**src/rtl/light.sv**
```systemverilog
// Traffic-light LED driver: four RGB LEDs on a 12-bit bus with off, static,
// blinking-caution and automatic red/green/yellow cycling modes.
module light #(
    parameter logic [8*15-1:0] C_COLOR     = "100 010 110 111",
    parameter int              C_BLINK_CYC = 50,
    parameter int              C_T_RED     = 100,
    parameter int              C_T_GREEN   = 100,
    parameter int              C_T_YELLOW  = 40
) (
    input  logic        clk,
    input  logic        rstb,
    input  logic [1:0]  inSel,
    output logic [11:0] outLED
);

    localparam int C_LEN = 15;

    function automatic int max_f(input int a, input int b);
        return (a > b) ? a : b;
    endfunction

    // Character 4*idx+b (leftmost = 0) supplies colour bit {R,G,B}[b]; only '1' lights.
    function automatic logic [2:0] color_f(input int idx);
        logic [2:0] rgb;
        logic [7:0] ch;
        rgb = 3'b000;
        for (int b = 0; b < 3; b++) begin
            ch          = C_COLOR[(C_LEN - 1 - (4 * idx + b)) * 8 +: 8];
            rgb[2 - b]  = (ch == 8'h31);
        end
        return rgb;
    endfunction

    localparam int C_MAX = max_f(max_f(C_BLINK_CYC, C_T_RED), max_f(C_T_GREEN, C_T_YELLOW));
    localparam int CW    = $clog2(C_MAX + 1);

    localparam logic [2:0] COL0 = color_f(0);
    localparam logic [2:0] COL1 = color_f(1);
    localparam logic [2:0] COL2 = color_f(2);
    localparam logic [2:0] COL3 = color_f(3);

    localparam logic [11:0] STATIC_LED = {COL3, COL2, COL1, COL0};
    localparam logic [11:0] BLINK_LED  = {COL2, COL2, COL2, COL2};
    localparam logic [11:0] RED_LED    = {COL3, COL0, COL0, COL0};
    localparam logic [11:0] GREEN_LED  = {3'b000, COL1, COL1, COL1};
    localparam logic [11:0] YELLOW_LED = {3'b000, COL2, COL2, COL2};

    localparam logic [CW-1:0] BLINK_LAST  = CW'(C_BLINK_CYC - 1);
    localparam logic [CW-1:0] RED_LAST    = CW'(C_T_RED - 1);
    localparam logic [CW-1:0] GREEN_LAST  = CW'(C_T_GREEN - 1);
    localparam logic [CW-1:0] YELLOW_LAST = CW'(C_T_YELLOW - 1);

    typedef enum logic [1:0] {
        ST_RED    = 2'd0,
        ST_GREEN  = 2'd1,
        ST_YELLOW = 2'd2
    } state_t;

    logic [1:0]    sync1_q, sync1_d;
    logic [1:0]    ssel_q,  ssel_d;
    logic [1:0]    prev_q,  prev_d;
    logic          phase_q, phase_d;
    state_t        state_q, state_d;
    logic [CW-1:0] cnt_q,   cnt_d;
    logic [11:0]   out_q,   out_d;

    logic          mode_chg_s;
    logic          phase_e_s;
    state_t        state_e_s;
    logic [CW-1:0] cnt_e_s;
    logic [CW-1:0] last_s;

    // Next-state and output logic: synchronizer, blink phase and AUTO sequencer.
    always_comb begin
        sync1_d = inSel;
        ssel_d  = sync1_q;
        prev_d  = ssel_q;

        // A mode change restarts timing so the new mode begins at its first phase.
        mode_chg_s = (ssel_q != prev_q);
        phase_e_s  = mode_chg_s ? 1'b1 : phase_q;
        state_e_s  = mode_chg_s ? ST_RED : state_q;
        cnt_e_s    = mode_chg_s ? {CW{1'b0}} : cnt_q;

        phase_d = 1'b1;
        state_d = ST_RED;
        cnt_d   = {CW{1'b0}};
        out_d   = 12'h000;
        last_s  = RED_LAST;

        case (ssel_q)
            2'b00: begin
                out_d = 12'h000;
            end
            2'b01: begin
                out_d = STATIC_LED;
            end
            2'b10: begin
                out_d = phase_e_s ? BLINK_LED : 12'h000;
                if (cnt_e_s == BLINK_LAST) begin
                    cnt_d   = {CW{1'b0}};
                    phase_d = ~phase_e_s;
                end else begin
                    cnt_d   = cnt_e_s + CW'(1);
                    phase_d = phase_e_s;
                end
            end
            2'b11: begin
                case (state_e_s)
                    ST_RED: begin
                        out_d   = RED_LED;
                        last_s  = RED_LAST;
                        state_d = ST_GREEN;
                    end
                    ST_GREEN: begin
                        out_d   = GREEN_LED;
                        last_s  = GREEN_LAST;
                        state_d = ST_YELLOW;
                    end
                    ST_YELLOW: begin
                        out_d   = YELLOW_LED;
                        last_s  = YELLOW_LAST;
                        state_d = ST_RED;
                    end
                    default: begin
                        out_d   = RED_LED;
                        last_s  = RED_LAST;
                        state_d = ST_RED;
                    end
                endcase
                if (cnt_e_s == last_s) begin
                    cnt_d = {CW{1'b0}};
                end else begin
                    cnt_d   = cnt_e_s + CW'(1);
                    state_d = state_e_s;
                end
            end
            default: begin
                out_d = 12'h000;
            end
        endcase
    end

    // State registers with synchronous active-low reset.
    always_ff @(posedge clk) begin
        if (!rstb) begin
            sync1_q <= 2'b00;
            ssel_q  <= 2'b00;
            prev_q  <= 2'b00;
            phase_q <= 1'b1;
            state_q <= ST_RED;
            cnt_q   <= {CW{1'b0}};
            out_q   <= 12'h000;
        end else begin
            sync1_q <= sync1_d;
            ssel_q  <= ssel_d;
            prev_q  <= prev_d;
            phase_q <= phase_d;
            state_q <= state_d;
            cnt_q   <= cnt_d;
            out_q   <= out_d;
        end
    end

    assign outLED = out_q;

endmodule

```
**config.mk**
```make
export PLATFORM = sky130hd
export DESIGN_NAME = light
export DESIGN_NICKNAME = d
export VERILOG_FILES = /design/src/rtl/light.sv
export SDC_FILE = /design/constraint.sdc
export NUM_CORES = 1
export LEC_CHECK = 0
export CORE_UTILIZATION = 50
export DETAILED_ROUTE_END_ITERATION = 10
export PLACE_DENSITY_LB_ADDON = 0.05
export SYNTH_ARGS = -nofsm -noshare
export SYNTH_HDL_FRONTEND = slang
export SYNTH_SLANG_ARGS = --single-unit
```
**constraint.sdc**
```tcl
create_clock -name clk -period 2.72 [get_ports clk]
set_clock_uncertainty 0.2 [all_clocks]
set_input_delay 0.544 -clock clk [delete_from_list [all_inputs] [get_ports clk]]
set_output_delay 0.544 -clock clk [all_outputs]
set_load 0.01 [all_outputs]
```
# Word-level counts from Yosys, hierarchy flattened
# Index checks and enable logic that the tools add are counted.
[word_totals] word_cells=35 input_bits=4 output_inout_bits=12 ff_bits=28
[op_classes] muxes=14 eq_ne=8 n_bitwise=1 addsub=1 n_reduce_logical=4
[op_table] op="$pmux W12 S4" count=1
[op_table] op="$mux W7" count=5
[op_table] op="$pmux W12 S2" count=1
[op_table] op="$pmux W7 S2" count=1
[op_table] op="$mux W12" count=1
[op_table] op="$add A7 B1 Y7 const B" count=1
[op_table] op="$eq A7 B6 Y1 const B" count=1
[op_table] op="$eq A7 B7 Y1" count=1
[op_table] op="$eq A2 B2 Y1 const B" count=3
[op_table] op="$eq A2 B1 Y1 const B" count=2
[op_table] op="$logic_not A2 Y1" count=2
[op_table] op="$mux W2" count=2
[op_table] op="$pmux W2 S2" count=1
[op_table] op="$reduce_and A2 Y1" count=2
[op_table] op="$mux W1" count=2
[op_table] op="$ne A2 B2 Y1" count=1
[op_table] op="$not A1 Y1" count=1

# Depth between registers and ports, before layout
[depth] ltp_word=8 depth_mapped=10 mapped_depth_nobuf=9

# Least setup slack after synthesis
# No wires, ideal clock.
[synth_path] kind="register to register" from="register ssel_q[1] (netlist: prev_d[1])" to="register state_q[0]" t_required_ns=2.448 path_stages_with_launch=10 synth_period_minus_slack_ns=2.235 path_slack_ns=0.485 arrival_ns=1.963 path_buffers=1 setup_time_ns=0.072 cell_sequence="dfxtp_1 > buf_4 > xnor2_2 > and3_1 > inv_1 > ha_1 > nor3b_1 > nor2_1 > nor4b_4 > mux2i_1"
[synth_between] elab_chain_len=7 elab_cells_between_ends=13 cone_classes="eq/ne (5); mux (6); reduce/logical (2)"
[synth_lines] item="start, declared" line_no="60" text="logic [1:0] ssel_q, ssel_d;"
[synth_lines] item="start signal, assigned" line_no="156" text="ssel_q <= ssel_d;"
[synth_lines] item="$ne A2 B2 Y1" line_no="80" text="mode_chg_s = (ssel_q != prev_q);"
[synth_lines] item="$mux W2" line_no="82" text="state_e_s = mode_chg_s ? ST_RED : state_q;"
[synth_lines] item="$eq A2 B2 Y1" line_no="109" text="case (state_e_s)"
[synth_lines] item="$mux W7" line_no="109"
[synth_lines] item="$mux W7" line_no="91" text="case (ssel_q)"
[synth_lines] item="$eq A7 B7 Y1" line_no="131" text="if (cnt_e_s == last_s) begin"
[synth_lines] item="$mux W2" line_no="131"
[synth_lines] item="end signal, assigned" line_no="159" text="state_q <= state_d;"
[synth_lines] item="end, declared" line_no="63" text="state_t state_q, state_d;"
# Several ways; a longest one is shown, not always the timed one. The select of a mux whose other input is x is not followed.
# A chain may end at the register's enable or synchronous reset.

# Worst setup path in the final report
[layout_path] from="register ssel_q[0] (netlist: prev_d[0])" to="register state_q[0]"
# The elaborated chain is that of the path after synthesis.

==> results.sh <==
export IMPL_hold_violations=0
export IMPL_slew_violations=0
export IMPL_grt_max_degree=13
export IMPL_clock_fmax_mhz=404
export IMPL_r2r_cells=8
export IMPL_drtIter0Drc=29
export IMPL_syn_to_final_growth_pct=14.2
export IMPL_dpl_cell_count=146
export IMPL_crit_arrival_ns=2.51
export IMPL_cts_sinks=22
export IMPL_synth_edf_count=0
export IMPL_ys_top_cells_by_area="dfxtp_1 41%, ha_1 7.0%, buf_4 4.9%, xor2_1 4.1%, nor3_1 3.3%"
export IMPL_synth_avg_cell_area_um2=9.62
export IMPL_p_per_area_nw_per_um2=450
export IMPL_gp_congestion=0.781
export IMPL_worstPathMaxFanout=7
export IMPL_synth_seq_cells=22
export IMPL_async_flop_share_pct=0
export IMPL_drt_vias_per_instance=5.05
export IMPL_routed_wirelength_um=1760
export IMPL_crit_type="reg -> reg"
export IMPL_coreArea_um2=2000
export IMPL_die_area_um2=2340
export IMPL_vias=757
export IMPL_grt_usage_pct=17.2
export IMPL_fin_cells=150
export IMPL_synth_cell_types=31
export IMPL_cts_htree_levels=1
export IMPL_status="complete, no violations"
export IMPL_period_share_pct=91.1
export IMPL_clk_latency_ns=0.31
export IMPL_drc=0
export IMPL_critPathLaunchType="register"
export IMPL_synth_top_cell_by_area="dfxtp_1"
export IMPL_ant_nets=0
export IMPL_grt_setup_unrepaired="false"
export IMPL_drv_cap=0
export IMPL_cts_resized=0
export IMPL_yosysWarnings=0
export IMPL_start_util_pct=53.8
export IMPL_cts_buffer_depth=2
export IMPL_grt_pass1_wl_um=3100
export IMPL_die_w_um=48.4
export IMPL_tightest_slew_ns=0.521
export IMPL_grt_ovfl_total=0
export IMPL_drtPass1Iterations=6
export IMPL_diodes=0
export IMPL_row_count=16
export IMPL_synthFlopType="dfxtp_1"
export IMPL_setup_violations_final=0
export IMPL_fin_setup_tns_ns=0
export IMPL_synth_area_um2=1080
export IMPL_cts_tree="built"
export IMPL_hold_buffers=0
export IMPL_holdCritPathClass="reg -> reg"
export IMPL_nets=134
export IMPL_clockRootBuffer="clkbuf_4"
export IMPL_post_cts_buffers=0
export IMPL_leakage_nw=0.470
export IMPL_critPathCaptureType="register"
export IMPL_fin_crit_ns=2.48
export IMPL_cts_buffers=3
export IMPL_netlist_instances=112
export IMPL_synth_top_area_share_pct=40.9
export IMPL_dieHeight_um=48.4
export IMPL_grt_antenna_before_repair=0
export IMPL_hpwlAfterDp_um=1360
export IMPL_io_buffers=12
export IMPL_worstPathRequired_ns=2.75
export IMPL_drive_above_1_share_pct=9.76
export IMPL_vdd_ir_drop_max_uv=376
export IMPL_io_pins=16
export IMPL_grt_pass1_vias=698
export IMPL_routedWlPerCell_um=11.7
export IMPL_min_path_cells=1
export IMPL_clkSlewWorstSetupHoldPaths_ns=0.13
export IMPL_slew_headroom_pct=64.8
export IMPL_yosysSeqAreaShare_pct=40.9
[worst max-delay path, stage by stage, from the launching register on]
cell	delay (ns)
dfxtp_1	0.41
xnor2_2	0.32
and3_1	0.28
inv_1	0.08
ha_1	0.20
nor3b_1	0.23
nor2_1	0.11
nor4b_4	0.32
mux2i_1	0.23
[path summary, 6_finish.rpt]
kind                                           start                     to  slack, ns
worst max-delay path            prev_d[0]$_SDFF_PN0_  state_q[0]$_SDFF_PN0_       0.24
worst min-delay path            ssel_d[1]$_SDFF_PN0_   prev_d[1]$_SDFF_PN0_       0.25
worst max register to register  prev_d[0]$_SDFF_PN0_  state_q[0]$_SDFF_PN0_       0.24
worst min register to register  ssel_d[1]$_SDFF_PN0_   prev_d[1]$_SDFF_PN0_       0.25
[state kept, by name, summed over array words and instances, names as in the netlist]
name	count
prev_d	2
ssel_d	2
state_q	2
phase_q	1
outLED	6
prev_q	2
cnt_q	7
[synthesized netlist by cell type, types with 2 or more instances]
cell type / number
o21a_1: 3
nor3b_1: 3
clkbuf_1: 2
a21oi_1: 2
inv_1: 6
and2_1: 5
xnor2_2: 2
ha_1: 6
nand2_1: 8
dfxtp_1: 22
xor2_1: 5
nand3_1: 5
xnor2_1: 3
nor2_1: 4
a21boi_0: 4
buf_4: 7
mux2i_1: 2
and3_1: 4
nor3_1: 7
[layout by cell type, fill, tap and decap left out, types with 3 or more instances in the layout]
cell             instances
o21a_1                   3
ha_1                     6
and3_1                   4
nor2_1                   4
clkbuf_4                 3
xnor2_1                  3
nor3_1                   7
and2_1                   5
a21boi_0                 4
dfxtp_1                 22
clkdlybuf4s50_1         12
inv_1                    6
nand3_1                  5
nand2_1                  8
conb_1                   3
xor2_1                   5
nor3b_1                  3
[metrics by stage]
| step | hold WS [ns] | area (µm²) | total power [mW] | setup WS (ns) | utilization (%) |
|---|---|---|---|---|---|
| 2_1_floorplan | 0.212 | 1080 | 0.370 | 0.485 | - |
| 4_1_cts | 0.254 | 1230 | 0.554 | 0.232 | 61.4 |
| 5_1_grt | 0.261 | 1230 | 0.572 | 0.0433 | 61.4 |
| 3_5_place_dp | 0.228 | 1190 | 0.382 | 0.281 | 59.6 |
| 3_3_place_gp | 0.222 | 1190 | 0.382 | 0.326 | 59.6 |
| 6_report | 0.248 | 1230 | 0.553 | 0.242 | 61.4 |
[layer usage]
layer  wire length (µm)  global-route usage (%)
met3                 51                    2.83
met2                713                    24.6
met4                 44                    8.82
met1                950                    24.7
met5                  0                       0
[area by class of cell]
type	count	area (µm²)
fill	188	772
multi-input combinational	77	562
sequential	22	440
timing repair buffer	14	135
clock buffer	4	36.3
tap	27	33.8
inverter	6	22.5
[cell families (layout without fill, tap and decap cells)]
family          count (synthesis)  after routing  synth area share [%]
simple gates                   44             44                  24.5
flops                          22             22                  40.9
buf+inv                        15             24                  7.67
compound gates                 12             12                  8.25
xor+xnor                       10             10                  9.52
fa+ha+maj                       6              6                  6.97
mux                             2              2                  1.86
other cells                     1              3                 0.348
[report_power, final]
group / leakage [nW] / total (mW) / internal [mW] / switching, mW
Combinational: 0.270 / 0.0398 / 0.0217 / 0.0181
Sequential: 0.179 / 0.335 / 0.329 / 0.00575
Clock: 0.0210 / 0.178 / 0.0818 / 0.0966
Note: power is estimated with default switching activity, not from simulation.
